### config.mk
export PLATFORM = sky130hd
export DESIGN_NAME = obstacle_scheduler_flat
export DESIGN_NICKNAME = d
export VERILOG_FILES = /design/src/rtl/obstacle_scheduler_if.sv /design/src/rtl/obstacle_scheduler.sv /design/src/flat_wrapper.sv
export SDC_FILE = /design/constraint.sdc
export NUM_CORES = 1
export LEC_CHECK = 0
export CAP_MARGIN = 20
export CELL_PAD_IN_SITES_DETAIL_PLACEMENT = 1
export CELL_PAD_IN_SITES_GLOBAL_PLACEMENT = 1
export CORE_ASPECT_RATIO = 0.75
export CORE_MARGIN = 2
export CORE_UTILIZATION = 41
export CTS_CLUSTER_SIZE = 16
export DETAILED_ROUTE_END_ITERATION = 10
export DONT_BUFFER_PORTS = 1
export PLACE_DENSITY_LB_ADDON = 0.1
export SETUP_SLACK_MARGIN = 0.02
export SYNTH_ARGS = -nofsm -noshare
export SYNTH_HDL_FRONTEND = slang
export SYNTH_SLANG_ARGS = --single-unit
### constraint.sdc
create_clock -name clk -period 5.95 [get_ports clk]
set_input_delay 0.8925 -clock clk [delete_from_list [all_inputs] [get_ports clk]]
set_output_delay 0.8925 -clock clk [all_outputs]
set_load 0.1 [all_outputs]
### src/rtl/obstacle_scheduler_if.sv
// rtl/obstacle_scheduler_if.sv - game-control and renderer signals of the obstacle scheduler
interface obstacle_scheduler_if;
   logic        start;
   logic        game_over;
   logic [8:0]  random_input;
   logic [11:0] cactus0;
   logic [11:0] cactus1;
   logic [11:0] cactus2;
   logic [11:0] cactus3;
   logic [3:0]  cactus_active;
   logic        cactus_sync;
   logic [1:0]  state;
   logic [17:0] period;

   modport master (
      input  start, game_over, random_input,
      output cactus0, cactus1, cactus2, cactus3, cactus_active, cactus_sync, state, period
   );

   modport slave (
      output start, game_over, random_input,
      input  cactus0, cactus1, cactus2, cactus3, cactus_active, cactus_sync, state, period
   );
endinterface

### src/rtl/obstacle_scheduler.sv
// rtl/obstacle_scheduler.sv - cactus obstacle sequencer: four slots, movement tick, speed ramp, spawn spacing
// Game FSM IDLE/RUN/OVER gates all datapath updates; renderer gets a one-cycle sync after each move.
module obstacle_scheduler #(
   parameter int START_PERIOD = 200000,
   parameter int MIN_PERIOD   = 50000,
   parameter int PERIOD_STEP  = 10000,
   parameter int RAMP_CYCLES  = 180000000,
   parameter int SCREEN_END   = 1074,
   parameter int SPAWN_X      = 4046,
   parameter int MIN_GAP      = 300
) (
   input logic                  clk,
   input logic                  rst,
   obstacle_scheduler_if.master bus
);
   typedef enum logic [1:0] {IDLE = 2'd0, RUN = 2'd1, OVER = 2'd2} state_t;

   localparam int                RAMP_W     = (RAMP_CYCLES > 1) ? $clog2(RAMP_CYCLES) : 1;
   localparam logic [17:0]       START_P    = 18'(START_PERIOD);
   localparam logic [17:0]       MIN_P      = 18'(MIN_PERIOD);
   localparam logic [17:0]       STEP_P     = 18'(PERIOD_STEP);
   localparam logic [RAMP_W-1:0] RAMP_LAST  = RAMP_W'(RAMP_CYCLES - 1);
   localparam logic [11:0]       RETIRE_POS = 12'(SCREEN_END - 1);
   localparam logic [11:0]       SPAWN_POS  = 12'(SPAWN_X);
   localparam logic [9:0]        GAP_MIN    = 10'(MIN_GAP);
   localparam logic [9:0]        GAP_SAT    = 10'd1023;

   state_t             state_q, state_d;
   logic               game_init, run_step, tick_fire, ramp_fire, spawn_en, sync_q;
   logic [17:0]        period_q, tick_cnt, period_ramped;
   logic [RAMP_W-1:0]  ramp_cnt;
   logic [9:0]         gap_cnt, req_gap, gap_inc;
   logic [3:0][11:0]   pos_q, pos_mv;
   logic [3:0]         active_q, active_mv;
   logic [1:0]         spawn_idx;

   always_ff @(posedge clk or posedge rst) begin
      if (rst) state_q <= IDLE;
      else     state_q <= state_d;
   end

   // game_over in RUN freezes everything on that edge, including a tick that was due
   always_comb begin
      state_d   = state_q;
      game_init = 1'b0;
      run_step  = 1'b0;
      case (state_q)
         IDLE, OVER: if (bus.start) begin
            state_d   = RUN;
            game_init = 1'b1;
         end
         RUN: if (bus.game_over) state_d = OVER;
              else               run_step = 1'b1;
         default: state_d = IDLE;
      endcase
   end

   assign tick_fire     = run_step && (tick_cnt >= period_q - 18'd1);
   assign ramp_fire     = run_step && (ramp_cnt == RAMP_LAST);
   assign period_ramped = (period_q >= MIN_P + STEP_P) ? period_q - STEP_P : MIN_P;
   assign gap_inc       = (gap_cnt == GAP_SAT) ? GAP_SAT : gap_cnt + 10'd1;

   // Slot movement first, then the spawn search sees slots freed by retirement this tick
   always_comb begin
      pos_mv    = pos_q;
      active_mv = active_q;
      spawn_idx = 2'd0;
      spawn_en  = 1'b0;
      for (int i = 0; i < 4; i++) begin
         if (active_q[i]) begin
            if (pos_q[i] == RETIRE_POS) begin
               active_mv[i] = 1'b0;
               pos_mv[i]    = 12'd0;
            end else begin
               pos_mv[i] = pos_q[i] + 12'd1;
            end
         end
      end
      for (int i = 3; i >= 0; i--) begin
         if (!active_mv[i]) spawn_idx = 2'(i);
      end
      spawn_en = (gap_inc >= req_gap) && (active_mv != 4'hF);
   end

   always_ff @(posedge clk or posedge rst) begin
      if (rst) begin
         sync_q   <= 1'b0;
         period_q <= START_P;
         tick_cnt <= 18'd0;
         ramp_cnt <= '0;
         gap_cnt  <= 10'd0;
         req_gap  <= GAP_MIN;
         pos_q    <= '0;
         active_q <= 4'd0;
      end else begin
         sync_q <= tick_fire;
         if (game_init) begin
            period_q <= START_P;
            tick_cnt <= 18'd0;
            ramp_cnt <= '0;
            gap_cnt  <= GAP_MIN;
            req_gap  <= GAP_MIN;
            pos_q    <= '0;
            active_q <= 4'd0;
         end else if (run_step) begin
            tick_cnt <= tick_fire ? 18'd0 : tick_cnt + 18'd1;
            ramp_cnt <= ramp_fire ? '0 : ramp_cnt + RAMP_W'(1);
            if (ramp_fire) period_q <= period_ramped;
            if (tick_fire) begin
               pos_q    <= pos_mv;
               active_q <= active_mv;
               gap_cnt  <= gap_inc;
               if (spawn_en) begin
                  pos_q[spawn_idx]    <= SPAWN_POS;
                  active_q[spawn_idx] <= 1'b1;
                  gap_cnt             <= 10'd0;
                  req_gap             <= GAP_MIN + {1'b0, bus.random_input};
               end
            end
         end
      end
   end

   assign bus.cactus0       = pos_q[0];
   assign bus.cactus1       = pos_q[1];
   assign bus.cactus2       = pos_q[2];
   assign bus.cactus3       = pos_q[3];
   assign bus.cactus_active = active_q;
   assign bus.cactus_sync   = sync_q;
   assign bus.state         = state_q;
   assign bus.period        = period_q;
endmodule
### src/flat_wrapper.sv
// flat-port wrapper written by rule: the top's interface ports become plain ports
module obstacle_scheduler_flat 
#(
   parameter int START_PERIOD = 200000,
   parameter int MIN_PERIOD   = 50000,
   parameter int PERIOD_STEP  = 10000,
   parameter int RAMP_CYCLES  = 180000000,
   parameter int SCREEN_END   = 1074,
   parameter int SPAWN_X      = 4046,
   parameter int MIN_GAP      = 300
)
  (clk, rst, bus_start, bus_game_over, bus_random_input, bus_cactus0, bus_cactus1, bus_cactus2, bus_cactus3, bus_cactus_active, bus_cactus_sync, bus_state, bus_period);
  obstacle_scheduler_if bus_i ();
  input logic clk;
  input logic rst;
  input wire logic [$bits(bus_i.start)-1:0] bus_start;
  input wire logic [$bits(bus_i.game_over)-1:0] bus_game_over;
  input wire logic [$bits(bus_i.random_input)-1:0] bus_random_input;
  output wire logic [$bits(bus_i.cactus0)-1:0] bus_cactus0;
  output wire logic [$bits(bus_i.cactus1)-1:0] bus_cactus1;
  output wire logic [$bits(bus_i.cactus2)-1:0] bus_cactus2;
  output wire logic [$bits(bus_i.cactus3)-1:0] bus_cactus3;
  output wire logic [$bits(bus_i.cactus_active)-1:0] bus_cactus_active;
  output wire logic [$bits(bus_i.cactus_sync)-1:0] bus_cactus_sync;
  output wire logic [$bits(bus_i.state)-1:0] bus_state;
  output wire logic [$bits(bus_i.period)-1:0] bus_period;
  assign bus_i.start = bus_start;
  assign bus_i.game_over = bus_game_over;
  assign bus_i.random_input = bus_random_input;
  assign bus_cactus0 = bus_i.cactus0;
  assign bus_cactus1 = bus_i.cactus1;
  assign bus_cactus2 = bus_i.cactus2;
  assign bus_cactus3 = bus_i.cactus3;
  assign bus_cactus_active = bus_i.cactus_active;
  assign bus_cactus_sync = bus_i.cactus_sync;
  assign bus_state = bus_i.state;
  assign bus_period = bus_i.period;
  obstacle_scheduler #(.START_PERIOD(START_PERIOD), .MIN_PERIOD(MIN_PERIOD), .PERIOD_STEP(PERIOD_STEP), .RAMP_CYCLES(RAMP_CYCLES), .SCREEN_END(SCREEN_END), .SPAWN_X(SPAWN_X), .MIN_GAP(MIN_GAP)) u_core (.clk(clk), .rst(rst), .bus(bus_i));
endmodule
### After elaboration in Yosys (flattened, before gate mapping)

Index checks and enable logic that the tools add are counted.
W data, S select, Z words.

| storage, ports and cells | value |
|---|---|
| flip-flop bits (word level) | 139 |
| input port bits | 13 |
| output and inout bits | 73 |
| logic and storage cells | 114 |

| operators by class | value |
|---|---|
| add/subtract/negate cells | 10 |
| magnitude comparators | 5 |
| equality and inequality tests | 11 |
| multiplexer cells | 58 |
| bitwise gates (word level) | 4 |
| reduce and logical (&&, ||, !) cells | 14 |

Operators by type and width:

| operator | number |
|---|---|
| $mux W48 | 4 |
| $mux W18 | 7 |
| $mux W12 | 9 |
| $mux W10 | 9 |
| $mux W28 | 3 |
| $add A12 B1 Y12 const B | 4 |
| $eq A12 B11 Y1 const B | 4 |
| $or A36 B36 Y36 | 1 |
| $add A28 B1 Y28 const B | 1 |
| $eq A28 B28 Y1 const B | 1 |
| $demux W12 S2 | 1 |
| $add A18 B1 Y18 const B | 1 |
| $ge A18 B16 Y1 const B | 1 |
| $ge A18 B18 Y1 | 1 |
| $sub A18 B1 Y18 const B | 1 |
| $sub A18 B14 Y18 const B | 1 |
| $mux W4 | 4 |
| $mux W1 | 13 |
| $and A12 B12 Y12 | 1 |
| $mux W2 | 6 |
| $not A12 Y12 | 1 |
| $add A10 B1 Y10 const B | 1 |
| $add A9 B9 Y10 const A | 1 |
| $eq A10 B10 Y1 const B | 1 |
| 16 further kinds | 25 |

### Depth between registers and ports, before layout

| depth | value |
|---|---|
| depth in word-level cells | 17 |
| mapped depth | 18 |
| gate-level depth less buffers | 15 |

### Worst setup path after synthesis

No wires, ideal clock.

| path | value |
|---|---|
| kind | register -> register |
| start point | register u_core.period_q[4], in the netlist u_core.bus.period[4] |
| end point | register u_core.pos_q (netlist bit u_core.bus.cactus2[9]) |
| setup time | 123 ps |
| arrival time | 3,560 ps |
| required time | 5,827 ps |
| slack | 2,267 ps |
| stages on the path, launching flop included | 17 |
| clock period less this slack | 3,683 ps |
| path through | dfrtp_1 > inv_1 > ha_1 > nand2_1 > nor2_1 > nand3b_1 > xor2_1 > ha_1 > nand2_1 > or3_1 > o31a_1 > buf_6 > inv_2 > nor2_1 > buf_2 > a31o_2 > a22o_1 |

| on the way | value |
|---|---|
| longest elaborated chain between the ends | 5 |

RTL lines:

| what | RTL line | RTL |
|---|---|---|
| start: declaration | obstacle_scheduler.sv:30 | `logic [17:0] period_q, tick_cnt, period_ramped;` |
| start signal: assignment | obstacle_scheduler.sv:108 | `if (ramp_fire) period_q <= period_ramped;` |
| $sub A18 B1 Y18 | obstacle_scheduler.sv:58 | `assign tick_fire = run_step && (tick_cnt >= period_q - 18'd1);` |
| $ge A18 B18 Y1 | obstacle_scheduler.sv:58 |  |
| $logic_and A1 B1 Y1 | obstacle_scheduler.sv:58 |  |
| $reduce_bool A2 Y1 (no line) | n/a |  |
| $reduce_and A2 Y1 (no line) | n/a |  |
| end signal: assignment | obstacle_scheduler.sv:110 | `pos_q <= pos_mv;` |
| end: declaration | obstacle_scheduler.sv:33 | `logic [3:0][11:0] pos_q, pos_mv;` |

Every way passes these cells.
A chain may end at the register's enable or synchronous reset.

### Final worst setup path

| path | value |
|---|---|
| start point | register u_core.period_q[5], in the netlist u_core.bus.period[5] |
| end point | register u_core.pos_q (netlist bit u_core.bus.cactus3[6]) |

The elaborated chain is that of the path after synthesis.

==> out/summary.md <==
The tools report the quantity of gates resized following cts as 0. Yosys mapped a number of flops with a built-in enable equal to 0. For the proportion of power drawn by flip-flops and latches, the log shows 0.447.

The worst setup path is launched from a flip-flop. Setup repair after global routing left no endpoint under its margin. The number of antenna diodes in the final layout is 0.

The area growth from synthesis to final layout was 11.1%; the latest clock arrival within the worst-skew pair was 0.43 ns. The number of synthesis warnings is 0, and the routability-driven placement congestion ratio is 0.840. The flip-flop and latch count after synthesis is 135, and the final worst clock skew is 0.0100 ns. For this block, the via count after detailed routing is 7363. By area the synthesized netlist is led by sky130_fd_sc_hd__dfrtp_1 (38%), sky130_fd_sc_hd__ha_1 (6.0%), sky130_fd_sc_hd__nand2_1 (5.0%), sky130_fd_sc_hd__nor2_1 (4.3%), sky130_fd_sc_hd__a21oi_1 (4.2%). Data arrives at the worst endpoint at 5.21 ns. Fill cells in the final layout number 2348. The logs give 0.241 for the global routing usage summed across all routing layers and 0.415 for the initial cell density of the core. Combinational fraction of design power: 0.070. The detailed-route wire length per cell came out at 20.3 um. After floorplanning, the core was divided into 45 placement rows.

The final period utilization was 0.815; the cell leakage power was 3.91 nW. In this run the power density over the cells is 261 nW/um2. The first routing iteration left 329 violations.

The die is 169 um wide. Per-instance average area after synthesis: 8.64 um2. The post-synthesis sequential area ratio was 0.407. The run gives 0 as the DRC violation count after routing.

Pin placement for this block handled 86 I/O pins. Using the TritonRoute via totals, the vias-per-cell ratio works out to 5.99. The required time of the critical path was 6.31 ns. The slew at the pin closest to its max-slew limit was 1.15 ns; the number of instances in the synthesized netlist was 965.

The number of buffers inserted to repair setup after CTS is 0. The run gives 0 as the number of antenna violations at the first check in global routing. The number of hold buffers added after CTS was 0.

Worst hold-check path type: in2async. The shortest period the worst path allows is 4.85 ns, and the sum of negative setup slack is 0 ns. The tools report the power dissipated by switching net loads as 0.700 mW. The worst-case headroom to the max-slew limit is 0.234, and the area share of the largest cell type after synthesis is 0.375.

Summed over all instances, the cell type with the most area after synthesis is sky130_fd_sc_hd__dfrtp_1. In this run the remaining antenna-violating nets after routing total 0. The run finished with clean final reports. Timing would allow up to 206 MHz. The core region is 20100 um2.

The number of different library cells in the post-synthesis netlist is 75, and the height of the chip is 127 um. The fraction of synthesis flops using an asynchronous set or reset pin was 1.00; the number of H-tree levels was 4. CTS saw 135 sinks. The type of the worst setup path is reg2reg. For the number of violations of the max-capacitance limit, the log shows 0.

The via count of the first global-routing pass came out at 7822. The pin count of the biggest net entering global routing came out at 71. No sink is reached through more buffers than the 2 on the longest clock path. Hold timing on the final database bottoms out at a slack of 0.434 ns. Cell area after synthesis: 8330 um2.

After clock tree synthesis, the clock-pin slew on the worst setup and hold paths is 0.06 ns. The largest vdd supply drop came out at 195 uV. The routed wire length was 24900 um; the worst-path maximum fanout was 48. TritonCTS built the clock tree. Global routing finished with a remaining overflow of 0.

The first TritonRoute pass finished after 4 iterations. The run gives 0 as the number of max-slew violations in the final report. The final setup violation count was 0; the share of layout cells above drive strength 1 was 0.0998. The worst setup path is captured at a flip-flop. The fraction of power spent switching nets came out at 0.290. The area enclosed by the die boundary was 21500 um2; the clock network fraction of total power was 0.483.

In the synthesized netlist the dominant register cell turns out to be sky130_fd_sc_hd__dfrtp_1. For this run, the post-layout net count is 1012. Wire length of the first global-routing pass: 41400 um. The design internal power is 1.72 mW. The placed wire-length estimate after detailed placement was 17300 um; the final hold violation count was 0.

The tools report the library cell used as clock root buffer as sky130_fd_sc_hd__clkbuf_16. The quantity of I/O buffers inserted on ports works out to 0. The number of clock buffers added by TritonCTS is 17.
==> metal layers <==
metal	up-vias	routed length, um	global-route usage
met1	3764	11800	0.320
met2	131	11600	0.397
met3	23	1200	0.0579
met4	0	312	0.0624
li1	3445	-	-
met5	-	0	0
==> cell families after synthesis <==
kind of cell               Yosys count  share of synthesized area
and+or+nand+nor                    426                      0.259
AOI/OAI and AO/OA                  223                      0.169
DFF                                135                      0.407
buffers and inverters               84                     0.0456
xor gates and xnor gates            54                     0.0568
adders and majority gates           40                     0.0601
muxes                                2                    0.00240
other                                1                   0.000450
==> state kept, by name (all words and copies together) (netlist names) <==
| name | cells |
|---|---|
| u_core.bus.cactus_sync | 1 |
| u_core.bus.cactus3 | 12 |
| u_core.bus.cactus_active | 4 |
| u_core.bus.cactus0 | 12 |
| u_core.ramp_cnt | 28 |
| u_core.bus.state | 2 |
| u_core.req_gap | 10 |
| u_core.tick_cnt | 18 |
| u_core.bus.cactus2 | 12 |
| u_core.bus.cactus1 | 12 |
| u_core.bus.period | 14 |
| u_core.gap_cnt | 10 |
==> critical path, stage by stage (launching register included) <==
cell and delay [ns]:
sky130_fd_sc_hd__dfrtp_1 1.01, sky130_fd_sc_hd__inv_1 0.25, sky130_fd_sc_hd__ha_1 0.30, sky130_fd_sc_hd__nand2_1 0.17, sky130_fd_sc_hd__nor2_1 0.08, sky130_fd_sc_hd__nand3_1 0.12, sky130_fd_sc_hd__xor2_1 0.08, sky130_fd_sc_hd__ha_1 0.34
sky130_fd_sc_hd__nand4_1 0.13, sky130_fd_sc_hd__or3_1 0.37, sky130_fd_sc_hd__o31a_2 0.48, sky130_fd_sc_hd__inv_2 0.36, sky130_fd_sc_hd__buf_4 0.51, sky130_fd_sc_hd__nand2_1 0.18, sky130_fd_sc_hd__o21ai_0 0.24, sky130_fd_sc_hd__a22o_1 0.16
==> layout by cell type, fill, tap and decap left out, drive strengths merged, types with 15 or more instances in the layout <==
master / Yosys / final
xnor2: 17 / 17
nand4: 38 / 38
o31ai: 15 / 15
clkbuf: 21 / 21
ha: 40 / 40
xor2: 37 / 37
nor3: 31 / 31
nand3: 65 / 65
o21ai: 65 / 65
a21oi: 71 / 71
nand2: 112 / 112
buf: 27 / 20
nor2: 98 / 98
dfrtp: 125 / 125
inv: 36 / 37
==> synth_stat cells, types with 7 or more instances <==
cell type,instances
sky130_fd_sc_hd__or3_1,7
sky130_fd_sc_hd__nand3_1,64
sky130_fd_sc_hd__and2_1,12
sky130_fd_sc_hd__a21oi_1,70
sky130_fd_sc_hd__o21ai_1,7
sky130_fd_sc_hd__and4_1,7
sky130_fd_sc_hd__o21ai_0,55
sky130_fd_sc_hd__nand2_1,111
sky130_fd_sc_hd__nor2_1,95
sky130_fd_sc_hd__and3_1,14
sky130_fd_sc_hd__a22o_1,13
sky130_fd_sc_hd__clkbuf_1,21
sky130_fd_sc_hd__o221a_2,7
sky130_fd_sc_hd__ha_1,40
sky130_fd_sc_hd__xnor2_1,17
sky130_fd_sc_hd__nand4_1,38
sky130_fd_sc_hd__o31ai_1,15
sky130_fd_sc_hd__dfrtp_1,125
sky130_fd_sc_hd__nor3_1,29
sky130_fd_sc_hd__nand2b_1,10
sky130_fd_sc_hd__a31oi_1,11
sky130_fd_sc_hd__xor2_1,37
sky130_fd_sc_hd__o21a_1,9
sky130_fd_sc_hd__dfstp_2,10
sky130_fd_sc_hd__inv_1,34
sky130_fd_sc_hd__buf_4,7
sky130_fd_sc_hd__buf_2,13
==> path summary, 6_finish.rpt <==
kind                                 startpoint                     to  slack, ns  cells past startpoint
hold reg to reg             u_core.ramp_cnt[20]    u_core.ramp_cnt[20]       0.51                      1
hold / removal                              rst      u_core.gap_cnt[9]       0.43                      1
setup reg to reg           u_core.bus.period[5]  u_core.bus.cactus3[6]       1.10                     15
setup / recovery           u_core.bus.period[5]  u_core.bus.cactus3[6]       1.10                     15
min in group clk            u_core.ramp_cnt[20]    u_core.ramp_cnt[20]       0.51                      1
max in group asynchronous                   rst    u_core.ramp_cnt[13]       4.16                      2
==> final cells by class <==
type / count / area, um2 / share of cell area
Tap cell: 258 / 323 / 0.0349
Multi-Input combinational cell: 749 / 4600 / 0.496
Inverter: 36 / 140 / 0.0151
Clock buffer: 21 / 470 / 0.0508
Clock inverter: 11 / 170 / 0.0184
Timing Repair Buffer: 20 / 171 / 0.0185
Sequential cell: 135 / 3390 / 0.366
==> metrics by stage <==
stage / util / setup WS [ns] / instance area, um2 / total power [mW] / cells
after detailed placement: 0.427 / 1.18 / 8580 / 1.27 / 1196
after global routing: 0.461 / 0.766 / 9260 / 2.49 / 1230
final: 0.461 / 1.10 / 9260 / 2.42 / 1230
after global placement: 0.427 / 1.30 / 8580 / 1.26 / 1195
after CTS: 0.459 / 1.16 / 9220 / 2.44 / 1228
after floorplan: - / 1.46 / 8340 / 1.21 / 968
==> power by group through the flow <==
| stage | sequential, mW | combinational (mW) | clock, mW |
|---|---|---|---|
| global placement | 1.10 | 0.164 | 0 |
| finish | 1.08 | 0.169 | 1.17 |
| CTS | 1.08 | 0.170 | 1.19 |
| floorplan | 1.08 | 0.125 | 0 |
| detailed placement | 1.10 | 0.170 | 0 |
| global route | 1.09 | 0.188 | 1.22 |
Power figures use the tool's default switching activity.
